`config.mk`:
```
export PLATFORM = sky130hd
export DESIGN_NAME = uart_rx_frame_ctrl_flat
export DESIGN_NICKNAME = d
export VERILOG_FILES = /design/src/rtl/uart_rx_frame_ctrl_if.sv /design/src/rtl/uart_rx_frame_ctrl.sv /design/src/flat_wrapper.sv
export SDC_FILE = /design/constraint.sdc
export NUM_CORES = 1
export LEC_CHECK = 0
export ABC_AREA = 0
export CAP_MARGIN = 30
export CORE_MARGIN = 1.5
export CORE_UTILIZATION = 56
export DETAILED_ROUTE_END_ITERATION = 10
export PLACE_DENSITY = 0.79
export SLEW_MARGIN = 25
export SYNTH_ARGS = -nofsm -noshare
export SYNTH_HDL_FRONTEND = slang
export SYNTH_SLANG_ARGS = --single-unit
```
`constraint.sdc`:
```
create_clock -name clk -period 4.22 [get_ports clk]
set_clock_uncertainty 0.2 [all_clocks]
set_input_delay 0.844 -clock clk [delete_from_list [all_inputs] [get_ports clk]]
set_output_delay 0.844 -clock clk [all_outputs]
set_load 0.1 [all_outputs]
```
`src/rtl/uart_rx_frame_ctrl_if.sv`:
```
// Byte-receiver to frame-controller link plus register-write side.
// The slave view belongs to the frame controller; the master view drives received bytes.
interface uart_rx_frame_ctrl_if;
  logic [7:0] rx_data;
  logic       rx_valid;
  logic       wr_en;
  logic [3:0] wr_addr;
  logic [7:0] wr_data;
  logic       frame_ok;
  logic       frame_err;
  logic [7:0] err_cnt;
  logic       busy;

  modport master (
    output rx_data, rx_valid,
    input  wr_en, wr_addr, wr_data, frame_ok, frame_err, err_cnt, busy
  );

  modport slave (
    input  rx_data, rx_valid,
    output wr_en, wr_addr, wr_data, frame_ok, frame_err, err_cnt, busy
  );
endinterface

```
`src/rtl/uart_rx_frame_ctrl.sv`:
```
// Frame controller: assembles SYNC/CMD/DATA/CHK byte frames from the serial
// receiver into single-cycle register writes; drops and counts bad or stalled frames.
module uart_rx_frame_ctrl #(
  parameter logic [7:0]  SYNC_BYTE      = 8'hA5,
  parameter int unsigned TIMEOUT_CYCLES = 156250
) (
  input logic               clk,
  input logic               rst,
  uart_rx_frame_ctrl_if.slave bus
);

  localparam int unsigned            TIMER_W    = $clog2(TIMEOUT_CYCLES + 1);
  localparam logic [TIMER_W-1:0]     TIMER_LOAD = TIMER_W'(TIMEOUT_CYCLES);

  typedef enum logic [1:0] {
    IDLE,
    GET_CMD,
    GET_DATA,
    GET_CHK
  } state_t;

  state_t             state;
  logic [TIMER_W-1:0] timer;
  logic [7:0]         cmd_q;
  logic [7:0]         data_q;

  logic       is_sync;
  logic       timed_out;
  logic       bad_cmd;
  logic       bad_chk;
  logic       drop;
  logic [7:0] chk_sum;

  // Decide this cycle's frame drop; a consumed byte always beats an expired timer.
  always_comb begin
    is_sync   = (bus.rx_data == SYNC_BYTE);
    chk_sum   = cmd_q + data_q;
    timed_out = (state != IDLE) && !bus.rx_valid && (timer == '0);
    bad_cmd   = (state == GET_CMD) && bus.rx_valid && !is_sync && (bus.rx_data[7:4] != 4'h1);
    bad_chk   = (state == GET_CHK) && bus.rx_valid && (bus.rx_data != chk_sum);
    drop      = timed_out | bad_cmd | bad_chk;
  end

  // Frame FSM with inter-byte timer, registered strobes and saturating drop counter.
  always_ff @(posedge clk) begin
    if (rst) begin
      state         <= IDLE;
      timer         <= '0;
      cmd_q         <= '0;
      data_q        <= '0;
      bus.wr_en     <= 1'b0;
      bus.wr_addr   <= '0;
      bus.wr_data   <= '0;
      bus.frame_ok  <= 1'b0;
      bus.frame_err <= 1'b0;
      bus.err_cnt   <= '0;
      bus.busy      <= 1'b0;
    end else begin
      bus.wr_en     <= 1'b0;
      bus.frame_ok  <= 1'b0;
      bus.frame_err <= drop;
      if (drop && (bus.err_cnt != '1)) begin
        bus.err_cnt <= bus.err_cnt + 8'd1;
      end

      if (drop) begin
        state    <= IDLE;
        busy_clr();
      end else if (bus.rx_valid) begin
        case (state)
          IDLE: begin
            if (is_sync) begin
              state    <= GET_CMD;
              timer    <= TIMER_LOAD;
              bus.busy <= 1'b1;
            end
          end
          GET_CMD: begin
            timer <= TIMER_LOAD;
            if (!is_sync) begin
              cmd_q <= bus.rx_data;
              state <= GET_DATA;
            end
          end
          GET_DATA: begin
            data_q <= bus.rx_data;
            timer  <= TIMER_LOAD;
            state  <= GET_CHK;
          end
          GET_CHK: begin
            bus.wr_en    <= 1'b1;
            bus.frame_ok <= 1'b1;
            bus.wr_addr  <= cmd_q[3:0];
            bus.wr_data  <= data_q;
            state        <= IDLE;
            busy_clr();
          end
          default: begin
            state <= IDLE;
            busy_clr();
          end
        endcase
      end else if (state != IDLE) begin
        // Non-zero here: a zero timer without rx_valid is handled as a drop above.
        timer <= timer - 1'b1;
      end
    end
  end

  // Shared return-to-idle bookkeeping; only called from the clocked block.
  task automatic busy_clr();
    bus.busy <= 1'b0;
    timer    <= '0;
  endtask

endmodule

```
`src/flat_wrapper.sv`:
```
// flat-port wrapper written by rule: the top's interface ports become plain ports
module uart_rx_frame_ctrl_flat 
#(
  parameter logic [7:0]  SYNC_BYTE      = 8'hA5,
  parameter int unsigned TIMEOUT_CYCLES = 156250
)
  (clk, rst, bus_rx_data, bus_rx_valid, bus_wr_en, bus_wr_addr, bus_wr_data, bus_frame_ok, bus_frame_err, bus_err_cnt, bus_busy);
  uart_rx_frame_ctrl_if bus_i ();
  input logic clk;
  input logic rst;
  input wire logic [$bits(bus_i.rx_data)-1:0] bus_rx_data;
  input wire logic [$bits(bus_i.rx_valid)-1:0] bus_rx_valid;
  output wire logic [$bits(bus_i.wr_en)-1:0] bus_wr_en;
  output wire logic [$bits(bus_i.wr_addr)-1:0] bus_wr_addr;
  output wire logic [$bits(bus_i.wr_data)-1:0] bus_wr_data;
  output wire logic [$bits(bus_i.frame_ok)-1:0] bus_frame_ok;
  output wire logic [$bits(bus_i.frame_err)-1:0] bus_frame_err;
  output wire logic [$bits(bus_i.err_cnt)-1:0] bus_err_cnt;
  output wire logic [$bits(bus_i.busy)-1:0] bus_busy;
  assign bus_i.rx_data = bus_rx_data;
  assign bus_i.rx_valid = bus_rx_valid;
  assign bus_wr_en = bus_i.wr_en;
  assign bus_wr_addr = bus_i.wr_addr;
  assign bus_wr_data = bus_i.wr_data;
  assign bus_frame_ok = bus_i.frame_ok;
  assign bus_frame_err = bus_i.frame_err;
  assign bus_err_cnt = bus_i.err_cnt;
  assign bus_busy = bus_i.busy;
  uart_rx_frame_ctrl #(.SYNC_BYTE(SYNC_BYTE), .TIMEOUT_CYCLES(TIMEOUT_CYCLES)) u_core (.clk(clk), .rst(rst), .bus(bus_i));
endmodule
```
# Word-level counts from Yosys, hierarchy flattened
# Cells that the tools add are included.
dict set report totals {
  reg_bits 59
  input_bits 11
  out_inout_bits 24
  wordCells 62
}
dict set report op_classes {
  n_addsub 3
  eq_ne 10
  n_mux 10
  bitwise_logic 5
  n_reduce_logical 24
}
# op n
set op_table {}
lappend op_table {{two-way mux 18 bit} 3}
lappend op_table {{one-hot mux 18 bit (3 select lines)} 1}
lappend op_table {{logical NOT 18 bit} 1}
lappend op_table {{subtractor 18 x 1 -> 18 bit, second input constant} 1}
lappend op_table {{AND reduction 3 bit} 4}
lappend op_table {{adder 8 x 1 -> 8 bit, second input constant} 1}
lappend op_table {{adder 8 bit} 1}
lappend op_table {{== test 8 bit, second input constant} 1}
lappend op_table {{logical AND 1 bit} 8}
lappend op_table {{inequality test 8 bit} 1}
lappend op_table {{inequality test 8 bit, second input constant} 1}
lappend op_table {{one-hot mux 2 bit (4 select lines)} 1}
lappend op_table {{nonzero test 2 bit} 3}
lappend op_table {{== test 2 bit, second input constant} 2}
lappend op_table {{two-way mux 2 bit} 2}
lappend op_table {{inequality test 4 x 1 -> 1 bit, second input constant} 1}
lappend op_table {{AND reduction 4 bit} 1}
lappend op_table {{OR reduction 2 bit} 2}
lappend op_table {{inequality test 3 x 2 -> 1 bit, second input constant} 1}
lappend op_table {{NOT 1 bit} 3}
lappend op_table {{OR reduction 3 bit} 1}
lappend op_table {{== test 2 x 1 -> 1 bit, second input constant} 1}
lappend op_table {{logical NOT 1 bit} 2}
lappend op_table {{logical NOT 2 bit} 1}
lappend op_table {{other kinds (6)} 8}

# Logic depth before layout (Yosys ltp)
dict set report logic_depth {
  depth_word 8
  mapped_depth 10
  depth_no_buf 9
}

# Least setup slack after synthesis
# Ideal clock, no wire load.
dict set report synth_timing {
  path_kind {reg-to-reg}
  start {reg u_core.data_q[0]}
  end {reg u_core.cmd_q[0]}
  setup_time_ps 73
  t_arrival_ps 2665
  required_ps 3947
  path_slack_ps 1282
  stages_incl_launch_ff 10
  n_path_buf 0
  period_less_slack_ps 2938
  path_cell_list {dfxtp_1 ha_1 fa_1 a211o_1 nand4_1 nand3_1 o311ai_1 nor2_1 o2111ai_2 mux2i_1}
}
dict set report synth_via {
  elab_chain_len 6
}
# item line
set synth_lines {}
lappend synth_lines {{start, declared} uart_rx_frame_ctrl.sv:25} ;# logic [7:0] data_q;
lappend synth_lines {{start signal, assigned} uart_rx_frame_ctrl.sv:86} ;# data_q <= bus.rx_data;
lappend synth_lines {{adder 8 bit} uart_rx_frame_ctrl.sv:37} ;# chk_sum = cmd_q + data_q;
lappend synth_lines {{inequality test 8 bit} uart_rx_frame_ctrl.sv:40} ;# bad_chk = (state == GET_CHK) && bus.rx_valid && (bus.rx_data != chk_sum);
lappend synth_lines {{logical AND 1 bit} uart_rx_frame_ctrl.sv:40}
lappend synth_lines {{OR 1 bit} uart_rx_frame_ctrl.sv:41} ;# drop = timed_out | bad_cmd | bad_chk;
lappend synth_lines {{NOT 1 bit (no source line)} n/a}
lappend synth_lines {{AND reduction 4 bit (no source line)} n/a}
lappend synth_lines {{end signal, assigned} uart_rx_frame_ctrl.sv:81} ;# cmd_q <= bus.rx_data;
lappend synth_lines {{end, declared} uart_rx_frame_ctrl.sv:24} ;# logic [7:0] cmd_q;
# No other way between the ends.
# A chain may end at the register's enable or synchronous reset.

# Final worst setup path
dict set report layout_timing {
  start {in bus_rx_data[1]}
  end {reg u_core.data_q[5]}
}
dict set report layout_via {
  elab_chain_len 8
  elab_cells_between_ends 10
  classes_between {eq/ne: 2; bitwise: 3; reduce/logical: 5}
}
# item line
set layout_lines {}
lappend layout_lines {{start, declared} flat_wrapper.sv:11} ;# input wire logic [$bits(bus_i.rx_data)-1:0] bus_rx_data;
lappend layout_lines {{== test 8 bit} uart_rx_frame_ctrl.sv:36} ;# is_sync = (bus.rx_data == SYNC_BYTE);
lappend layout_lines {{logical NOT 1 bit} uart_rx_frame_ctrl.sv:39} ;# bad_cmd = (state == GET_CMD) && bus.rx_valid && !is_sync && (bus.rx_data[7:4] != 4'h1);
lappend layout_lines {{logical AND 1 bit (2 in a row)} uart_rx_frame_ctrl.sv:39}
lappend layout_lines {{OR 1 bit} uart_rx_frame_ctrl.sv:41}
lappend layout_lines {{OR 1 bit *} uart_rx_frame_ctrl.sv:41}
lappend layout_lines {{NOT 1 bit (no source line) *} n/a}
lappend layout_lines {{AND reduction 3 bit (no source line) *} n/a}
# Every way passes the cells marked *; elsewhere a longest branch is shown, timed or not.

==> qor.csv <==
metric;value;unit
synth-seq-cells;59;
status;complete, no violations;
max_freq;289;MHz
cts_inserted_buffers;9;
cts_sinks;59;
period_needed;3460;ps
p_per_area;298;mW/mm^2
dpl_cell_area;0.00353;mm^2
h-tree-depth;3;
vias;2821;
ys_top_cells_by_area;dfxtp_1 (38%), mux2i_1 (8.3%), nor2_1 (6.0%);
core_area;0.00544;mm^2
hold_path.class;flop to flop;
synth-edff-count;0;
fin_area;0.00371;mm^2
cp-start-kind;input port;
synth_fp_nets;394;
cts_tree;built;
cpPeakStageDelay;500;ps
ff2ff_setup_slack;820;ps
rsz0062_at_grt;no;
fillers;439;
place.gp.congestion;0.949;
grt_pass1_vias;2643;
die_height;77.8;um
postSynthCellCount;369;
critical_path_class;input port to flop;
clk_pin_slew;70;ps
worst_setup_path_end_kind;flop;
p_leak;1.44;nW
die_area;0.00606;mm^2
critPathArrivalTime;3520;ps
synth.cell_area;0.00314;mm^2
tightest_slew;979;ps
rr_endpoint;u_core.data_q[5];
firstDrtPassIters;4;
die_w;77.8;um
grt_remaining_overflow;0;
num_io_pins;35;
final_common_cell;dfxtp_1;
area_growth;18.2;%
async_flop_share;0;%
r2r_start;u_core.data_q[0];
path_max_fanout;8;
cp_top_family;simple AND/OR/NAND/NOR gates;
yosysSeqAreaShare;37.7;%
ir_drop;0.208;mV
drive_gt1_share;9.09;%
post_cts_resized;0;
synth_cell_type_count;54;
cap_violations;0;
fin_crit_sh;81.9;%
initialDrtViolationCount;152;
grt_first_pass_wirelength;12.1;mm
slew_violations;0;
setup-tns-final;0;ps
reg2reg_depth;8;
cp-endpoint;u_core.data_q[5];
clk_path_buf_depth;2;
cts_setup_buffers;0;
path_cells;clkdlybuf4s50_1 -> and4bb_2 -> a211oi_1 -> a311oi_1 -> nand4_2 -> nor2_1 -> o211a_1 -> mux2i_1;
dpl.hpwl;5.12;mm
diodes;0;
port-buffer-count;34;
slowest_stage;o211a_1;
wl_per_cell;15.1;um
required;4280;ps
setup_viol;0;
whs;260;ps
slew_headroom;34.6;%
syn_avg_cell_area;8.50;um^2
finalWirelength;7.21;mm
initial_core_util;57.7;%
track_usage;25.4;%
rows;27;
critPathBufInv;1;
synth_ff_type;dfxtp_1;
synth_top_area_share;37.7;%
vias_per_cell;5.89;
grt_max_degree;26;
antenna_left;0;
yosysWarnings;0;
synth_top_cell_by_area;dfxtp_1;
crit_cells;8;
hold_viol;0;
mostFrequentLayoutCells;dfxtp_1 (59), nor2_1 (50), nand2_1 (38);
insertion_delay;330;ps
drc_errors;0;
crit_path_start;bus_rx_data[1];
antenna_found_initial;0;
nNetsFinal;428;
cts-hold-fix-buffers;0;
cts-root-buf;clkbuf_8;
cell families (layout without fill, tap and decap cells):
group / after synthesis / in the layout / synth area share, %
AOI/OAI and AO/OA: 80 / 80 / 16.0
buffers and inverters: 26 / 64 / 3.63
muxes: 27 / 27 / 8.66
DFF: 59 / 59 / 37.7
adders and majority gates: 14 / 14 / 5.82
and+or+nand+nor: 150 / 150 / 24.2
xor gates and xnor gates: 13 / 13 / 4.07
final cells by class:
cell class,count,area (um^2),share of cell area (%)
well taps,72,90.1,2.43
repair buffers,39,378,10.2
multi-input cells,284,1840,49.7
flip-flops and latches,59,1180,31.9
clock buffers,13,169,4.56
clock inverters,2,10.0,0.270
inverters,10,37.5,1.01
routing by layer:
layer	track usage, %	vias up	wire length (um)
li1	-	1401	-
met1	30.4	1325	3180
met2	42.3	82	3530
met3	7.06	13	339
met4	10.9	0	153
met5	0	-	0
worst min path at each step:
stage	startpoint	end	slack (ps)	cells past startpoint
2_1_floorplan	u_core.cmd_q[4]	u_core.cmd_q[4]	230	2
3_3_place_gp	u_core.cmd_q[4]	u_core.cmd_q[4]	240	2
3_5_place_dp	u_core.cmd_q[4]	u_core.cmd_q[4]	250	2
4_1_cts	u_core.cmd_q[4]	u_core.cmd_q[4]	260	2
5_1_grt	u_core.cmd_q[4]	u_core.cmd_q[4]	280	2
6_report	u_core.cmd_q[4]	u_core.cmd_q[4]	260	2
worst reg2reg max path, delay by kind of cell, from the launching register on:
kind / cells / cell delay [ps]
flip-flops: 1 / 330
adder cells (fa/ha/maj): 2 / 640
multiplexers: 1 / 250
AO/OA/AOI/OAI: 4 / 1520
AND/OR/NAND/NOR: 1 / 400
state kept, by name, summed over array words and instances (netlist names):
name and flops:
u_core.bus.busy 1, u_core.bus.err_cnt 8, u_core.bus.frame_err 1, u_core.bus.wr_addr 4, u_core.bus.wr_data 8, u_core.bus.wr_en 1
u_core.cmd_q 8, u_core.data_q 8, u_core.state 2, u_core.timer 18
per-stage QoR:
step | total power [mW] | setup slack (ps) | std cells | utilization, %
after detailed placement | 0.648 | 473 | 464 | 64.9
after CTS | 1.11 | 811 | 479 | 68.2
final | 1.10 | 763 | 479 | 68.2
after global placement | 0.647 | 596 | 464 | 64.9
after global routing | 1.14 | 601 | 479 | 68.2
after floorplan | 0.622 | 1280 | 369 | -
synth_stat cells (all sizes together) (3+ instances only):
library cell  count
or4               6
buf               6
clkbuf           10
nor4             10
dfxtp            59
a211oi            3
o21ai            30
mux2i            26
nor2             50
a21oi            25
nand2            38
ha               13
xor2              5
nand3            10
nand4             3
a21o              3
xnor2             7
nor3             12
or3               6
inv              10
and3              5
where the power goes:
part / internal [mW] / total (mW) / switching, mW
logic: 0.0286 / 0.0759 / 0.0474
clock network: 0.256 / 0.468 / 0.212
registers: 0.559 / 0.561 / 0.00224
(Power assumes the default switching activity.)
==> RTL change 1 (same settings) <==
`TIMEOUT_CYCLES` is set to 156250 in 2 places; all go to 312500.
--- a/src/rtl/uart_rx_frame_ctrl.sv
+++ b/src/rtl/uart_rx_frame_ctrl.sv
@@ -4,3 +4,3 @@
   parameter logic [7:0]  SYNC_BYTE      = 8'hA5,
-  parameter int unsigned TIMEOUT_CYCLES = 156250
+  parameter int unsigned TIMEOUT_CYCLES = 312500
 ) (
--- a/src/flat_wrapper.sv
+++ b/src/flat_wrapper.sv
@@ -4,3 +4,3 @@
   parameter logic [7:0]  SYNC_BYTE      = 8'hA5,
-  parameter int unsigned TIMEOUT_CYCLES = 156250
+  parameter int unsigned TIMEOUT_CYCLES = 312500
 )
Check against the original RTL: no difference found for any inputs over 4 cycles, from zero or initial values and one cycle with rst high; that may be too few to reach the edited logic, so the function may still have changed.
==> RTL change 1 against the original RTL <==
Routed wire length shrank 0.72%. Cell count grew 1.0%. Die area grew 3.5%. Clock power shrank 5.3%. First-iteration DRC count grew 23%. Area after synthesis grew 3.7%. Cell area grew 2.5%. Sequential cell count grew 1. Global-route usage shrank 0.82 points. Worst setup slack gained 0.018 ns. Synthesized cell count grew 1.9%. Register-to-register slack lost 0.04 ns. Power shrank 1.7%. Critical endpoint is now u_core.cmd_q[6]$_SDFFE_PP0P_.
==> RTL change 1: results (changes against the original RTL) <==
- Seq/total area: 0.3160 (-0.002598)
- Slowest cell on crit path: or4_1
- Synth Area in Compound Gates: 0.1570 (-0.002570)
- DP Worst Slack: 0.4826 ns (+0.009311 ns)
- Reg2reg path depth: 9 (+1)
- NumNets Final: 432 (+0.93%)
- Measured slew at the worst slew-check pin: 0.9776 ns (-0.001019 ns)
- Pre-antenna DRT Iters: 5 (+1)
- Most common library cells after synthesis: dfxtp_1 (60), nor2_1 (40), nand2b_1 (33)
- Net Sw Frac: 0.2391 (+0.002675)
- Routing usage on met1: 0.3117 (+0.007255)
- Syn Nets: 401 (+1.8%)
- Met3 usage: 0.06782 (-0.002772)
- Die width: 79.21 um (+1.8%)
- VDD IR max: 188.2 uV (-9.5%)
- CP peak stage delay: 0.76 ns (+0.26 ns)
- Crit. Startpoint: u_core.data_q[0]$_SDFFE_PP0P_
- Multiplexer share of the synthesized area: 0.07695 (-0.009605)
- Signal buf overhead: 0.1014 (-0.0005410)
- Overall Global Routing Usage: 0.2460 (-0.008156)
- Met2 WL: 3364 um (-4.8%)
- Top cells by area, synth: dfxtp_1 (37%), mux2i_1 (7.7%), nand2b_1 (6.3%), ha_1 (5.0%), nor2_1 (4.6%)
- Reg2Reg Setup Slack: 0.78 ns (-0.04 ns)
- Hold EP: u_core.cmd_q[4]$_SDFFE_PP0P_
- # clk buffers: 14 (+1)
- RePlAce Congestion: 0.8489 (-11%)
- Post-layout minimum cycle time: 3.439 ns (-0.01839 ns)
- CORE AREA: 5540 um^2 (+1.9%)
- Status: completed
- Largest net degree at the start of global routing: 48 (+85%)
- Synth Area in Adders: 0.05618 (-0.002061)
- Clk tree area frac: 0.04279 (-0.005471)
- Leakage: 1.502 nW (+4.3%)
- Max reg flops: 19 (+1)
- Combinational power share: 0.067 (-0.002)
- Vias: 2905 (+3.0%)
- Fillers: 450 (+2.5%)
- Worst Setup EP: u_core.cmd_q[6]$_SDFFE_PP0P_
- CTS clock-pin slew for the worst setup and hold paths: 0.06 ns
- Met3 wire length: 360 um (+6.2%)
- Post-synthesis sequential area ratio: 0.3694 (-0.007173)
- Proportion of layout cells with a drive suffix above 1: 0.06796 (-0.02295)
- Number of global-route vias before repair: 2700 (+2.2%)
- Multi-Input Combinational: 287 (+1.1%)
- Buffers outside the clock class: 40 (+2.6%)
- GR met2 Demand/Resource: 0.3915 (-0.03203)
- Iter 0 DRT Violations: 187 (+23%)
- Arrival @ worst endpoint: 3.47 ns (-0.05 ns)
- Multi-input logic area: 1928 um^2 (+4.7%)
- Non-clock inverter count in the final layout: 9 (-1)
- First-pass GRT wire length: 12060 um (-0.57%)
- Clock power share: 0.408 (-0.015)
- XOR/XNOR Fraction of Synth Area: 0.03771 (-0.002979)
-- RTL change 1: changes by cell type after synthesis, moves of 6 or more --
cell	change
nor2_1	-10
o31ai_1	+6
nand2_1	-19
nand2b_1	+32
o21ai_0	-12
a31oi_1	+6
clkbuf_1	+6
-- RTL change 1: worst reg2reg max path, cell delays in order (launching register included) --
cell and delay [ns]:
dfxtp_1 0.32, ha_1 0.24, fa_1 0.44, xnor2_1 0.16
xnor2_1 0.13, nor4_1 0.30, nand4_1 0.19, o31a_1 0.32
or4_1 0.76, and3b_1 0.27
-- RTL change 1: stage by stage --
step / instance area [um^2] / cells / hold slack [ns]
3_3_place_gp: 3638 / 468 / 0.2380
5_1_grt: 3801 / 484 / 0.2797
2_1_floorplan: 3252 / 376 / 0.2293
4_1_cts: 3801 / 484 / 0.2546
3_5_place_dp: 3638 / 468 / 0.2460
6_report: 3801 / 484 / 0.2526
==> RTL change 2 (config.mk and constraints unchanged) <==
Made on the original files. The 4 states of `state_t` get a Gray code encoding in 2 bits.
--- a/src/rtl/uart_rx_frame_ctrl.sv
+++ b/src/rtl/uart_rx_frame_ctrl.sv
@@ -15,6 +15,6 @@
   typedef enum logic [1:0] {
-    IDLE,
-    GET_CMD,
-    GET_DATA,
-    GET_CHK
+    IDLE     = 2'b00,
+    GET_CMD  = 2'b01,
+    GET_DATA = 2'b11,
+    GET_CHK  = 2'b10
   } state_t;
Behaviour: same outputs for any inputs over 4 cycles, from zero or initial values and one cycle with rst high; so few cycles prove little.
==> RTL change 2 against the original RTL <==
Cell area grew 0.94%. Worst setup slack lost 0.19 ns. Worst hold slack got worse by 0.0071 ns. Sequential cell count unchanged. Synthesized cell count grew 0.54%. Via count shrank 0.39%. Routed wire length down 4.2%. Area after synthesis fell by 0.48%. Cell count increased by 0.42%. Register-to-register slack gained 0.03 ns. Critical path type unchanged.
Power is not compared: it rests on default switching activity, and its combinational part moved more than twofold at a synthesized area within 25%.
==> RTL change 2: results (changes against the original RTL) <==
- Crit. Startpoint: bus_rx_data[5]
- First-pass GRT wire length: 11550 um (-4.8%)
- Iter 0 DRT Violations: 196 (+29%)
- RePlAce Congestion: 0.8823 (-7.0%)
- Critical Path Fanout Max: 22 (+14)
- Hold WS: 0.2525 ns (-0.007120 ns)
- Number of global-route vias before repair: 2442 (-7.6%)
- Status: completed
- Reg2reg path depth: 10 (+2)
- Top cells by area, synth: dfxtp_1 (38%), nor2_1 (7.2%), a21oi_1 (5.6%), mux2i_1 (4.2%), a21bo_2 (3.8%)
- Top_reg_cell synth: dfxtp_1
- Clock power share: 0.429
- NumNets Final: 425 (-0.70%)
- Slowest cell on crit path: or4b_1
- Pre-antenna DRT Iters: 5 (+1)
- Arrival @ worst endpoint: 3.68 ns (+0.16 ns)
- IO Port Bufs: 34 (unchanged)
- P_seq: 0.000579 W
- Met3 usage: 0.03765 (-0.03294)
- # diodes: 0 (unchanged)
- Largest net degree at the start of global routing: 34 (+31%)
- Reg2reg end: u_core.bus.err_cnt[3]$_SDFFE_PP0P_
- Placed cells: 465 (+0.22%)
- Fmax: 274.2 MHz (-5.2%)
- Mapped Avg Cell Area: 8.414 um^2 (-1.0%)
- Drt total wl: 6904 um (-4.2%)
- Most common library cells after synthesis: nor2_1 (60), dfxtp_1 (59), a21oi_1 (35)
- GR met2 Demand/Resource: 0.3470 (-0.07652)
- Met2 WL: 3187 um (-9.8%)
- Leakage: approximately 1.5 nW
- Syn Nets: 392 (-0.51%)
- Worst R2R Start: u_core.data_q[0]$_SDFFE_PP0P_
- Vias: 2810 (-0.39%)
- Flop pwr share: 0.449
- DP HPWL: 4724 um (-7.7%)
- Placed cell areas: 3535 um^2 (+0.18%)
- Measured slew at the worst slew-check pin: 1.003 ns (+0.02415 ns)
- Post-synthesis sequential area ratio: 0.3784 (+0.001811)
- Routing usage on met1: 0.3458 (+0.04137)
- DR vias/cell: 5.842 (-0.80%)
- Met1 wire length: 3320 um (+4.3%)
- HP Start: u_core.cmd_q[4]$_SDFFE_PP0P_
- Met3 wire length: 285 um (-16%)
- CP peak stage delay: 0.59 ns (+0.09 ns)
- Netlist cell types: 52 (-3.7%)
- Proportion of layout cells with a drive suffix above 1: 0.1222 (+0.03134)
- Overall Global Routing Usage: 0.2409 (-0.01323)
- Worst Setup EP: u_core.bus.err_cnt[3]$_SDFFE_PP0P_
- Reg2Reg Setup Slack: 0.85 ns (+0.03 ns)
- Psw: approximately 0.00034 W
- DP Worst Slack: 0.2164 ns (-0.2569 ns)
-- RTL change 2: cell count changes after synthesis, sizes merged, moves of 4 or more --
cell | unedited run | this run
nand2 | 38 | 16
o21ai | 30 | 15
mux2i | 26 | 13
a21bo | 0 | 12
nor2 | 50 | 61
a21oi | 25 | 35
nand3 | 10 | 19
o22ai | 0 | 6
a31oi | 1 | 5
ha | 13 | 9
inv | 10 | 6
nor2b | 0 | 4
xnor2 | 7 | 11
-- RTL change 2: final cells by class --
class / instances / area (um^2)
clock inverters: 6 / 80.08
clock buffers: 10 / 127.6
flip-flops and latches: 59 / 1181
well taps: 72 / 90.09
fillers: 443 / 1697
multi-input cells: 285 / 1833
repair buffers: 43 / 407.9
inverters: 6 / 22.52
-- RTL change 2: cells by family (layout without fill, tap and decap cells) --
group,after synthesis,after routing,share of synthesized area
buf+inv,27,65,0.03807
xor+xnor,14,14,0.03928
flops,59,59,0.3784
compound gates,91,91,0.1952
mux,16,16,0.05250
fa+ha+maj,10,10,0.04249
simple gates,154,154,0.2541
